--- src/rtl/hazard_fwd_ctrl.sv ---
// Forwarding-select, load-use stall and branch-flush control for a 5-stage RISC-V pipeline.
// Keeps a shadow of the ID/EX, EX/MEM and MEM/WB destination tags. Define HAZARD_PERF_CNT_EN to add saturating perf counters.
module hazard_fwd_ctrl #(
    parameter int REG_ADDR_W = 5,
    parameter int CNT_W      = 32
) (
    input  logic                  clk,
    input  logic                  arst_n,
    input  logic                  id_valid,
    input  logic [REG_ADDR_W-1:0] id_rs1,
    input  logic [REG_ADDR_W-1:0] id_rs2,
    input  logic [REG_ADDR_W-1:0] id_rd,
    input  logic                  id_reg_write,
    input  logic                  id_mem_read,
    input  logic                  ex_branch_taken,
    output logic [1:0]            fwd_a_sel,
    output logic [1:0]            fwd_b_sel,
    output logic                  stall,
    output logic                  idex_bubble,
    output logic                  ifid_flush
`ifdef HAZARD_PERF_CNT_EN
    ,
    output logic [CNT_W-1:0]      perf_stall_cnt,
    output logic [CNT_W-1:0]      perf_flush_cnt,
    output logic [CNT_W-1:0]      perf_fwd_cnt
`endif
);

    localparam logic [1:0] SEL_RF    = 2'b00;
    localparam logic [1:0] SEL_MEMWB = 2'b01;
    localparam logic [1:0] SEL_EXMEM = 2'b10;

    // ID/EX shadow entry
    logic                  r_idex_v;
    logic [REG_ADDR_W-1:0] r_idex_rd;
    logic [REG_ADDR_W-1:0] r_idex_rs1;
    logic [REG_ADDR_W-1:0] r_idex_rs2;
    logic                  r_idex_rw;
    logic                  r_idex_mr;

    // EX/MEM shadow entry; the load flag only matters while the load sits in ID/EX,
    // so it is not carried past that stage.
    logic                  r_exmem_v;
    logic [REG_ADDR_W-1:0] r_exmem_rd;
    logic                  r_exmem_rw;

    // MEM/WB shadow entry
    logic                  r_memwb_v;
    logic [REG_ADDR_W-1:0] r_memwb_rd;
    logic                  r_memwb_rw;

    logic                  w_load_use;
    logic                  w_flush;
    logic                  w_stall;
    logic                  w_bubble;
    logic [1:0]            w_fwd_a;
    logic [1:0]            w_fwd_b;

    function automatic logic [1:0] fwd_select(
        input logic [REG_ADDR_W-1:0] rs,
        input logic                  exmem_v,
        input logic                  exmem_rw,
        input logic [REG_ADDR_W-1:0] exmem_rd,
        input logic                  memwb_v,
        input logic                  memwb_rw,
        input logic [REG_ADDR_W-1:0] memwb_rd
    );
        logic [1:0] sel;
        sel = SEL_RF;
        if (exmem_v && exmem_rw && (exmem_rd != '0) && (exmem_rd == rs))
            sel = SEL_EXMEM;
        else if (memwb_v && memwb_rw && (memwb_rd != '0) && (memwb_rd == rs))
            sel = SEL_MEMWB;
        return sel;
    endfunction

    always_comb begin
        w_fwd_a = fwd_select(r_idex_rs1, r_exmem_v, r_exmem_rw, r_exmem_rd,
                             r_memwb_v, r_memwb_rw, r_memwb_rd);
        w_fwd_b = fwd_select(r_idex_rs2, r_exmem_v, r_exmem_rw, r_exmem_rd,
                             r_memwb_v, r_memwb_rw, r_memwb_rd);
    end

    assign w_load_use = id_valid && r_idex_v && r_idex_mr && (r_idex_rd != '0) &&
                        ((r_idex_rd == id_rs1) || (r_idex_rd == id_rs2));

    // A taken branch squashes the dependent instruction anyway, so flush wins over stall.
    // The branch input is masked during reset so no control leaks out while cleared.
    assign w_flush  = ex_branch_taken && arst_n;
    assign w_stall  = w_load_use && !w_flush;
    assign w_bubble = w_stall || w_flush;

    assign fwd_a_sel   = w_fwd_a;
    assign fwd_b_sel   = w_fwd_b;
    assign stall       = w_stall;
    assign idex_bubble = w_bubble;
    assign ifid_flush  = w_flush;

    always_ff @(posedge clk or negedge arst_n) begin
        if (!arst_n) begin
            r_idex_v   <= 1'b0;
            r_idex_rd  <= '0;
            r_idex_rs1 <= '0;
            r_idex_rs2 <= '0;
            r_idex_rw  <= 1'b0;
            r_idex_mr  <= 1'b0;
        end else if (w_bubble) begin
            // bubble carries all-zero tags so it can never look like a consumer or producer
            r_idex_v   <= 1'b0;
            r_idex_rd  <= '0;
            r_idex_rs1 <= '0;
            r_idex_rs2 <= '0;
            r_idex_rw  <= 1'b0;
            r_idex_mr  <= 1'b0;
        end else begin
            r_idex_v   <= id_valid;
            r_idex_rd  <= id_rd;
            r_idex_rs1 <= id_rs1;
            r_idex_rs2 <= id_rs2;
            r_idex_rw  <= id_reg_write;
            r_idex_mr  <= id_mem_read;
        end
    end

    always_ff @(posedge clk or negedge arst_n) begin
        if (!arst_n) begin
            r_exmem_v  <= 1'b0;
            r_exmem_rd <= '0;
            r_exmem_rw <= 1'b0;
            r_memwb_v  <= 1'b0;
            r_memwb_rd <= '0;
            r_memwb_rw <= 1'b0;
        end else begin
            r_exmem_v  <= r_idex_v;
            r_exmem_rd <= r_idex_rd;
            r_exmem_rw <= r_idex_rw;
            r_memwb_v  <= r_exmem_v;
            r_memwb_rd <= r_exmem_rd;
            r_memwb_rw <= r_exmem_rw;
        end
    end

`ifdef HAZARD_PERF_CNT_EN
    localparam logic [CNT_W-1:0] CNT_ONE = {{(CNT_W-1){1'b0}}, 1'b1};

    logic [CNT_W-1:0] r_stall_cnt;
    logic [CNT_W-1:0] r_flush_cnt;
    logic [CNT_W-1:0] r_fwd_cnt;
    logic             w_fwd_any;

    assign w_fwd_any = (w_fwd_a != SEL_RF) || (w_fwd_b != SEL_RF);

    // counters stick at all-ones instead of wrapping
    always_ff @(posedge clk or negedge arst_n) begin
        if (!arst_n) begin
            r_stall_cnt <= '0;
            r_flush_cnt <= '0;
            r_fwd_cnt   <= '0;
        end else begin
            if (w_stall && (r_stall_cnt != '1))
                r_stall_cnt <= r_stall_cnt + CNT_ONE;
            if (w_flush && (r_flush_cnt != '1))
                r_flush_cnt <= r_flush_cnt + CNT_ONE;
            if (w_fwd_any && (r_fwd_cnt != '1))
                r_fwd_cnt <= r_fwd_cnt + CNT_ONE;
        end
    end

    assign perf_stall_cnt = r_stall_cnt;
    assign perf_flush_cnt = r_flush_cnt;
    assign perf_fwd_cnt   = r_fwd_cnt;
`endif

endmodule
--- config.mk ---
export PLATFORM = sky130hd
export DESIGN_NAME = hazard_fwd_ctrl
export DESIGN_NICKNAME = d
export VERILOG_FILES = /design/src/rtl/hazard_fwd_ctrl.sv
export SDC_FILE = /design/constraint.sdc
export NUM_CORES = 1
export LEC_CHECK = 0
export ABC_AREA = 1
export CAP_MARGIN = 10
export CORE_ASPECT_RATIO = 1.2
export CORE_MARGIN = 2
export CORE_UTILIZATION = 54
export DETAILED_ROUTE_END_ITERATION = 8
export HOLD_SLACK_MARGIN = 0.03
export PLACE_DENSITY = 0.83
export SYNTH_ARGS = -nofsm -noshare
export SYNTH_HDL_FRONTEND = slang
export SYNTH_SLANG_ARGS = --single-unit
--- constraint.sdc ---
create_clock -name clk -period 4 [get_ports clk]
set_clock_uncertainty 0.15 [all_clocks]
set_input_delay 0.8 -clock clk [delete_from_list [all_inputs] [get_ports clk]]
set_output_delay 0.8 -clock clk [all_outputs]
set_load 0.1 [all_outputs]
* Word level (Yosys, flattened, before mapping)
Index checks and enable logic that the tools add are counted.
Storage, ports and cells: output and inout port bits 7, input bits 21, flip-flop bits (word level) 32, word-level logic and storage cells 48
Operators by class: muxes and demuxes 10, reduce and logical (&&, ||, !) cells 20, eq/ne operators 6
Operator list (number):
- 5-bit == test | 6
- 5-bit 2-to-1 mux | 3
- 5-bit nonzero test | 3
- 1-bit logical AND | 14
- 1-bit 2-to-1 mux | 5
- 2-bit 2-to-1 mux | 2
- 1-bit logical OR | 2
- 1-bit logical NOT | 1

* Depth between registers and ports, before layout
Gate-level depths: netlist (run 1).
word-level depth 7, gate-level depth with buffers 10, mapped depth without buffers 9

* Worst setup path before layout (run 1)
Ideal clock, no wire load.
kind flip-flop to output port, from register r_exmem_rd[0], to output fwd_a_sel[0], data required time 3.050 ns, buffers on the path 0, setup slack -0.975 ns, cell stages (with the launch flop) 5, data arrival time 4.025 ns, cells stage by stage dfrtp_1 xnor2_1 nand4_1 nor3_1 nor2_1
On the way: word-level cells in the longest chain between the ends 4, elaborated cells on any way between the ends 5, classes of those cells 1 x eq/ne; 1 x mux; 3 x reduce/logical
RTL lines:
- start, declared | RTL line 44 | logic [REG_ADDR_W-1:0] r_exmem_rd;
- start signal, assigned | RTL line 135 | r_exmem_rd <= r_idex_rd;
- 5-bit nonzero test | RTL line 70 | if (exmem_v && exmem_rw && (exmem_rd != '0) && (exmem_rd == rs))
- 1-bit logical AND | RTL line 70
- 1-bit logical AND * | RTL line 70
- 2-bit 2-to-1 mux * | RTL line 70
- end, declared | RTL line 16 | output logic [1:0] fwd_a_sel,
Every way passes the cells marked *; elsewhere a longest branch is shown, timed or not.

* Worst setup path after layout (run 1)
from input id_rs2[1], to output idex_bubble
On the way: word-level cells in the longest chain between the ends 5
RTL lines:
- start, declared | RTL line 11 | input logic [REG_ADDR_W-1:0] id_rs2,
- 5-bit == test | RTL line 85 | ((r_idex_rd == id_rs1) || (r_idex_rd == id_rs2));
- 1-bit logical OR | RTL line 85
- 1-bit logical AND | RTL line 84 | assign w_load_use = id_valid && r_idex_v && r_idex_mr && (r_idex_rd != '0) &&
- 1-bit logical AND | RTL line 90 | assign w_stall = w_load_use && !w_flush;
- 1-bit logical OR | RTL line 91 | assign w_bubble = w_stall || w_flush;
- end, declared | RTL line 19 | output logic idex_bubble,
Every way passes these cells.

==> summary.md, run 1 <==
| Metric | Value |
|---|---|
| Top cells by area, synth | dfrtp_1 56%, nor2_1 8.4%, xor2_1 7.4%, inv_1 6.9%, nand2_1 6.9% |
| Setup Slack @ Placement | 824 ps |
| Worst slew margin | 75.1% |
| Syn_area_per_cell | 9.06 sq um |
| Synthesized flop and latch total | 32 |
| Worst Setup Start Kind | primary input |
| P&R area growth vs syn | 30.4% |
| Commonest non-fill, non-tap cells in the layout | 32 x nor2_1, 32 x dfrtp_1, 26 x nand2_1, 26 x inv_1, 20 x clkdlybuf4s50_1 |
| Tightest Pin Transition | 373 ps |
| Achievable frequency | 308 MHz |
| Overall routing resource usage | 22.5% |
| Slowest-stage cell, CP | clkdlybuf4s50_1 |
| Worst Slack Setup Final | 757 ps |
| Top cell type's share of synthesized area | 56.3% |
| Num CTS Buffers | 5 |
| PD cells | 401 mW/mm^2 |
| Critical path type | in -> out |
| Total wire length | 2.75 mm |
| Port Buffer Count | 27 |
| Final Hold Vio Count | 0 |
| CTS clock-pin slew for the worst setup and hold paths | 100 ps |
| Crit path DAT | 2290 ps |
| Seq/Total Area, Yosys | 56.3% |
| Drc violations | 0 |
| Largest area contributor in the synthesized netlist | dfrtp_1 |
| Max-Cap Viols | 0 |
| Root Driver | clkbuf_4 |
| Nets@finish | 212 |
| Total negative slack | 0 ps |
| Synth Warn # | 0 |
| Layout cell share with drive strength beyond 1 | 10.4% |
| # diodes | 0 |
| Worst skew pair latency | 340 ps |
| Fillers | 179 |
| Initial Utilization | 56.3% |
| Min-delay worst type | reg -> reg |
| Synth unique cells | 12 |
| Post-CTS setup repair buffer count | 0 |
| Peak VDD IR | 0.328 mV |
| Dpl hpwl | 2.13 mm |
| Critical path, cell by cell | clkdlybuf4s50_1, inv_1, nand2_1, nand2_1, nor2_1, nand3_1, nand2_1, nand2_2, nand2_4, buf_12 |
| Die footprint | 0.00306 sq mm |
| Outcome | completed |
| Post-Place Cells | 217 |
| Critical path endpoint category | output pin |
| Post-cts resize count | 0 |
| RSZ-0062 raised after global routing | false |
| Core area | 0.00253 sq mm |
| Pre-Repair DR Iteration Count | 4 |
| Vias per cell | 4.83 |
| Critical Path Fanout Max | 19 |
| Post-Synthesis Cells | 157 |
| Die Span Y | 60.2 microns |
| Clock Path Buffers | 2 |
| Std cell rows | 20 |
| Hold buffers post-CTS | 0 |
| LEAKAGE | 0.000960 uW |
| I/O pin count | 28 |
| Synth Net Count | 178 |
| CTS tree | built |
| Critical path's most frequent cell | nand2_1 |
| Post-synthesis cell area | 0.00142 sq mm |
| First-pass GRT wire length | 4.84 mm |
| H-tree depth | 2 |
| Routed length per placed instance | 12.2 microns |
| Critical Path RT | 3050 ps |
| Vias | 1086 |
| Antenna-violating nets left | 0 |
| Final core occ | 73.4% |
| Post-route minimum period | 3240 ps |
| Period utilization | 81.1% |
| Largest net degree at the start of global routing | 33 |
| Clock sinks | 32 |
| Largest stage delay on the critical path | 480 ps |
| # setup viols final | 0 |
| Routability Congestion | 0.892 |
| Cell Count, Final, Fillers Out | 225 |
| Initial antenna violation count | 0 |
| Vias in the first global route | 1185 |
| Horiz. Die Dim | 50.9 microns |
| DR iter-0 viols | 40 |
| Pins Over Slew Limit | 0 |
| Total gr overflow | 0 |
-- per-layer routing --
metal / GRT usage [%] / wire, microns
met2: 42.1 / 1530
met1: 21.6 / 965
met5: 0 / 0
met3: 4.75 / 129
met4: 16.2 / 127
-- cells by family (layout without fill, tap and decap cells) --
| family | count (synthesis) | after routing | synth area share (%) |
|---|---|---|---|
| XOR/XNOR | 22 | 22 | 13.5 |
| AND/OR/NAND/NOR | 76 | 76 | 22.5 |
| flip-flops | 32 | 32 | 56.3 |
| buffers and inverters | 27 | 62 | 7.65 |
-- worst max-delay path: cells and delay by family --
family        cells  cell delay [ps]
buf+inv           3              750
simple gates      7              730
-- sequential cells by signal, summed over array words and instances (netlist names) --
name        cells
r_exmem_rd      5
r_exmem_rw      1
r_exmem_v       1
r_idex_mr       1
r_idex_rd       5
r_idex_rs1      5
r_idex_rs2      5
r_idex_rw       1
r_idex_v        1
r_memwb_rd      5
r_memwb_rw      1
r_memwb_v       1
-- synth_stat cells --
library cell / count
nand3_1: 6
nand4_1: 4
xor2_1: 12
nor2_1: 32
nand2_2: 1
nor3_1: 6
xnor2_1: 10
buf_6: 1
nand2_4: 1
dfrtp_1: 32
nand2_1: 26
inv_1: 26
-- through the flow --
step                      hold WS (ps)  cell area (sq um)  power [uW]
after CTS                          228               1860         750
final                              223               1860         745
after global placement             182               1760         474
after floorplan                    181               1430         431
after global routing               244               1860         778
after detailed placement           206               1760         479
-- layout make-up --
cell class / instances / area [sq um] / share of cell area [%]
Clock buffer: 7 / 65.1 / 3.51
Clock inverter: 1 / 30.0 / 1.62
Inverter: 26 / 97.6 / 5.26
Multi-Input combinational cell: 98 / 523 / 28.2
Sequential cell: 32 / 801 / 43.2
Tap cell: 33 / 41.3 / 2.23
Timing Repair Buffer: 28 / 298 / 16.0
-- final timing paths --
check                              from       endpoint  slack (ps)  cells past startpoint
max                           id_rs2[1]    idex_bubble         760                     10
min reg2reg                   r_idex_rw     r_exmem_rw         220                      0
max in group asynchronous        arst_n      r_memwb_v        2680                      2
min                           r_idex_rw     r_exmem_rw         220                      0
max reg2reg                r_idex_rd[1]  r_idex_rs2[1]        2410                      9
min in group asynchronous        arst_n      r_idex_rw         750                      2
-- report_power, final --
part	internal, uW	switching, uW
registers	345	19.9
clock network	166	107
logic	50.6	57.0
(Power assumes the default switching activity.)
==> run 2, diff against run 1 <==
- CORE_UTILIZATION: 54 -> 45
- PLACE_DENSITY: 0.83 -> 0.74
- clock period: 4 -> 2.8 ns (I/O delays scaled with it)
==> run 2 against run 1 <==
Final cell count rose by 1.3%. Non-clock buffer count rose by 1. Via count rose by 1.9%. Wire length rose by 1.9%. Worst setup slack got worse by 560 ps. Critical path depth did not move. Critical path type unchanged. Largest power group unchanged. Highest routed layer unchanged.
==> summary.md, run 2 (synthesis results as in run 1) <==
| Metric | Value |
|---|---|
| Outcome | completed |
| Initial Utilization | 47.0% (-9.3 points) |
| Total wire length | 2.81 mm (+1.9%) |
| Final Cell Area | 0.00189 sq mm (+1.6%) |
| Port Buffer Count | 27 (unchanged) |
| Vias | 1107 (+1.9%) |
| Peak VDD IR | 0.404 mV (+23%) |
| Crit path DAT | 1900 ps (-390 ps) |
| Pre-Repair DR Iteration Count | 4 (unchanged) |
| Critical path, cell by cell | clkdlybuf4s50_1, inv_1, nand2_1, nand2_1, nor2_1, nand3_1, nand2_1, nand2_2, nor2_2, buf_12 |
| Largest net degree at the start of global routing | 33 (unchanged) |
| DR iter-0 viols | 15 (-63%) |
| Overall routing resource usage | 18.4% (-4.1 points) |
| Die Span Y | 65.6 microns (+8.9%) |
| # setup viols final | 0 (unchanged) |
| Critical path's most frequent cell | nand2_1 |
| CTS tree | built |
| Routability Congestion | 0.860 (-3.6%) |
| Worst Setup Start Kind | primary input |
| H-tree depth | 2 (unchanged) |
| Hold path start | r_idex_rw |
| Critical Path RT | 2090 ps (-960 ps) |
| Period utilization | 93.0% |
| Most common cell after layout, fill and taps aside | dfrtp_1 |
| CTS clock-pin slew for the worst setup and hold paths | 90 ps (about the same) |
| Hold buffers post-CTS | 0 (unchanged) |
| Max-Cap Viols | 0 (unchanged) |
| Largest stage delay on the critical path | 500 ps (+20 ps) |
| Critical path endpoint category | output pin |
| RSZ-0062 raised after global routing | false |
| Worst slew margin | 74.8% (-0.34 points) |
| Vias in the first global route | 1190 (+0.42%) |
| Final Hold Vio Count | 0 (unchanged) |
| Commonest non-fill, non-tap cells in the layout | 32 x dfrtp_1, 30 x nor2_1, 26 x nand2_1, 26 x inv_1, 20 x clkdlybuf4s50_1 |
| Critical Path Start | id_rs1[2] |
| Total power | 912 uW (+22%) |
| Clock Path Buffers | 2 (unchanged) |
| Die footprint | 0.00363 sq mm (+18%) |
| Drc violations | 0 (unchanged) |
| Antenna-violating nets left | 0 (unchanged) |
| Slowest-stage cell, CP | clkdlybuf4s50_1 |
| Post-cts resize count | 0 (unchanged) |
| Tightest Pin Transition | 378 ps (+5.12 ps) |
| Num CTS Buffers | 5 (unchanged) |
| Min-delay worst type | reg -> reg |
| Nets@finish | 213 (+0.47%) |
| Routed length per placed instance | 12.3 microns (+0.58%) |
| First-pass GRT wire length | 5.00 mm (+3.3%) |
| Setup Slack @ Placement | 177 ps (-647 ps) |
| Std cell rows | 22 (+10%) |
| PD cells | 484 mW/mm^2 (+20%) |
| Worst skew pair latency | 320 ps (-20 ps) |
| Clock sinks | 32 (unchanged) |
| Horiz. Die Dim | 55.3 microns (+8.8%) |
| LEAKAGE | 0.000964 uW (+0.38%) |
| Vias per cell | 4.86 (+0.59%) |
| Critical Path Fanout Max | 2 (-17) |
| Placed inst area | 0.00184 sq mm (+4.5%) |
| Root Driver | clkbuf_4 |
| Dpl hpwl | 2.25 mm (+5.6%) |
| Pins Over Slew Limit | 0 (unchanged) |
| # diodes | 0 (unchanged) |
| Achievable frequency | 384 MHz |
| Worst R2R Start | r_idex_rd[1] |
| Initial antenna violation count | 0 (unchanged) |
| I/O pin count | 28 (unchanged) |
| Core area | 0.00303 sq mm (+20%) |
| Total gr overflow | 0 (unchanged) |
| Post-route minimum period | 2610 ps |
| Worst Slack Setup Final | 195 ps (-562 ps) |
| Post-CTS setup repair buffer count | 0 (unchanged) |
| Critical path type | in -> out |
| P&R area growth vs syn | 32.5% |
| Layout cell share with drive strength beyond 1 | 10.9% (+0.52 points) |
## run 2: layer usage
metal,vias up,part of all wire (%),global-route usage [%],wire (microns)
met5,-,0,0,0
met2,44,55,34.5,1540
met1,511,36,17.2,1020
li1,539,-,-,-
met3,13,4.9,4.72,137
met4,0,3.8,12.8,106
## run 2: path summary, 6_finish.rpt
| check | endpoint | slack (ps) | cells past startpoint |
|---|---|---|---|
| worst min-delay path | r_exmem_rw | 210 | 0 |
| worst max register to register | r_idex_rs2[0] | 1210 | 10 |
| worst max-delay path | stall | 190 | 10 |
| worst min register to register | r_exmem_rw | 210 | 0 |
| min in group asynchronous | r_idex_rd[0] | 550 | 2 |
| max in group asynchronous | r_idex_rs2[2] | 1680 | 2 |
## run 2: cell type report
type / count / area [sq um]
clock buffers: 6 / 41.3
repair buffers: 29 / 355
clock inverters: 1 / 5.00
flip-flops and latches: 32 / 801
fillers: 257 / 1140
inverters: 26 / 97.6
well taps: 36 / 45.0
multi-input cells: 98 / 541
## run 2: worst max-delay path, delay by kind of cell
| kind | cells | cell delay [ps] |
|---|---|---|
| buf+inv | 3 | 760 |
| simple gates | 7 | 570 |
## run 2: power by group
group          internal, uW  total [uW]  leakage, uW  switching (uW)
Sequential              492         522     0.000394            29.7
Clock                  92.3         230    0.0000281             138
Combinational          74.9         160     0.000542            85.2
## run 2: stage by stage
stage / hold WS, ps / util [%] / setup TNS (ps) / instances
finish: 207 / 62.3 / 0 / 228
floorplan: 114 / - / -209 / 157
global route: 231 / 62.3 / 0 / 228
CTS: 210 / 62.3 / 0 / 228
detailed placement: 188 / 60.7 / 0 / 221
global placement: 182 / 60.7 / 0 / 221
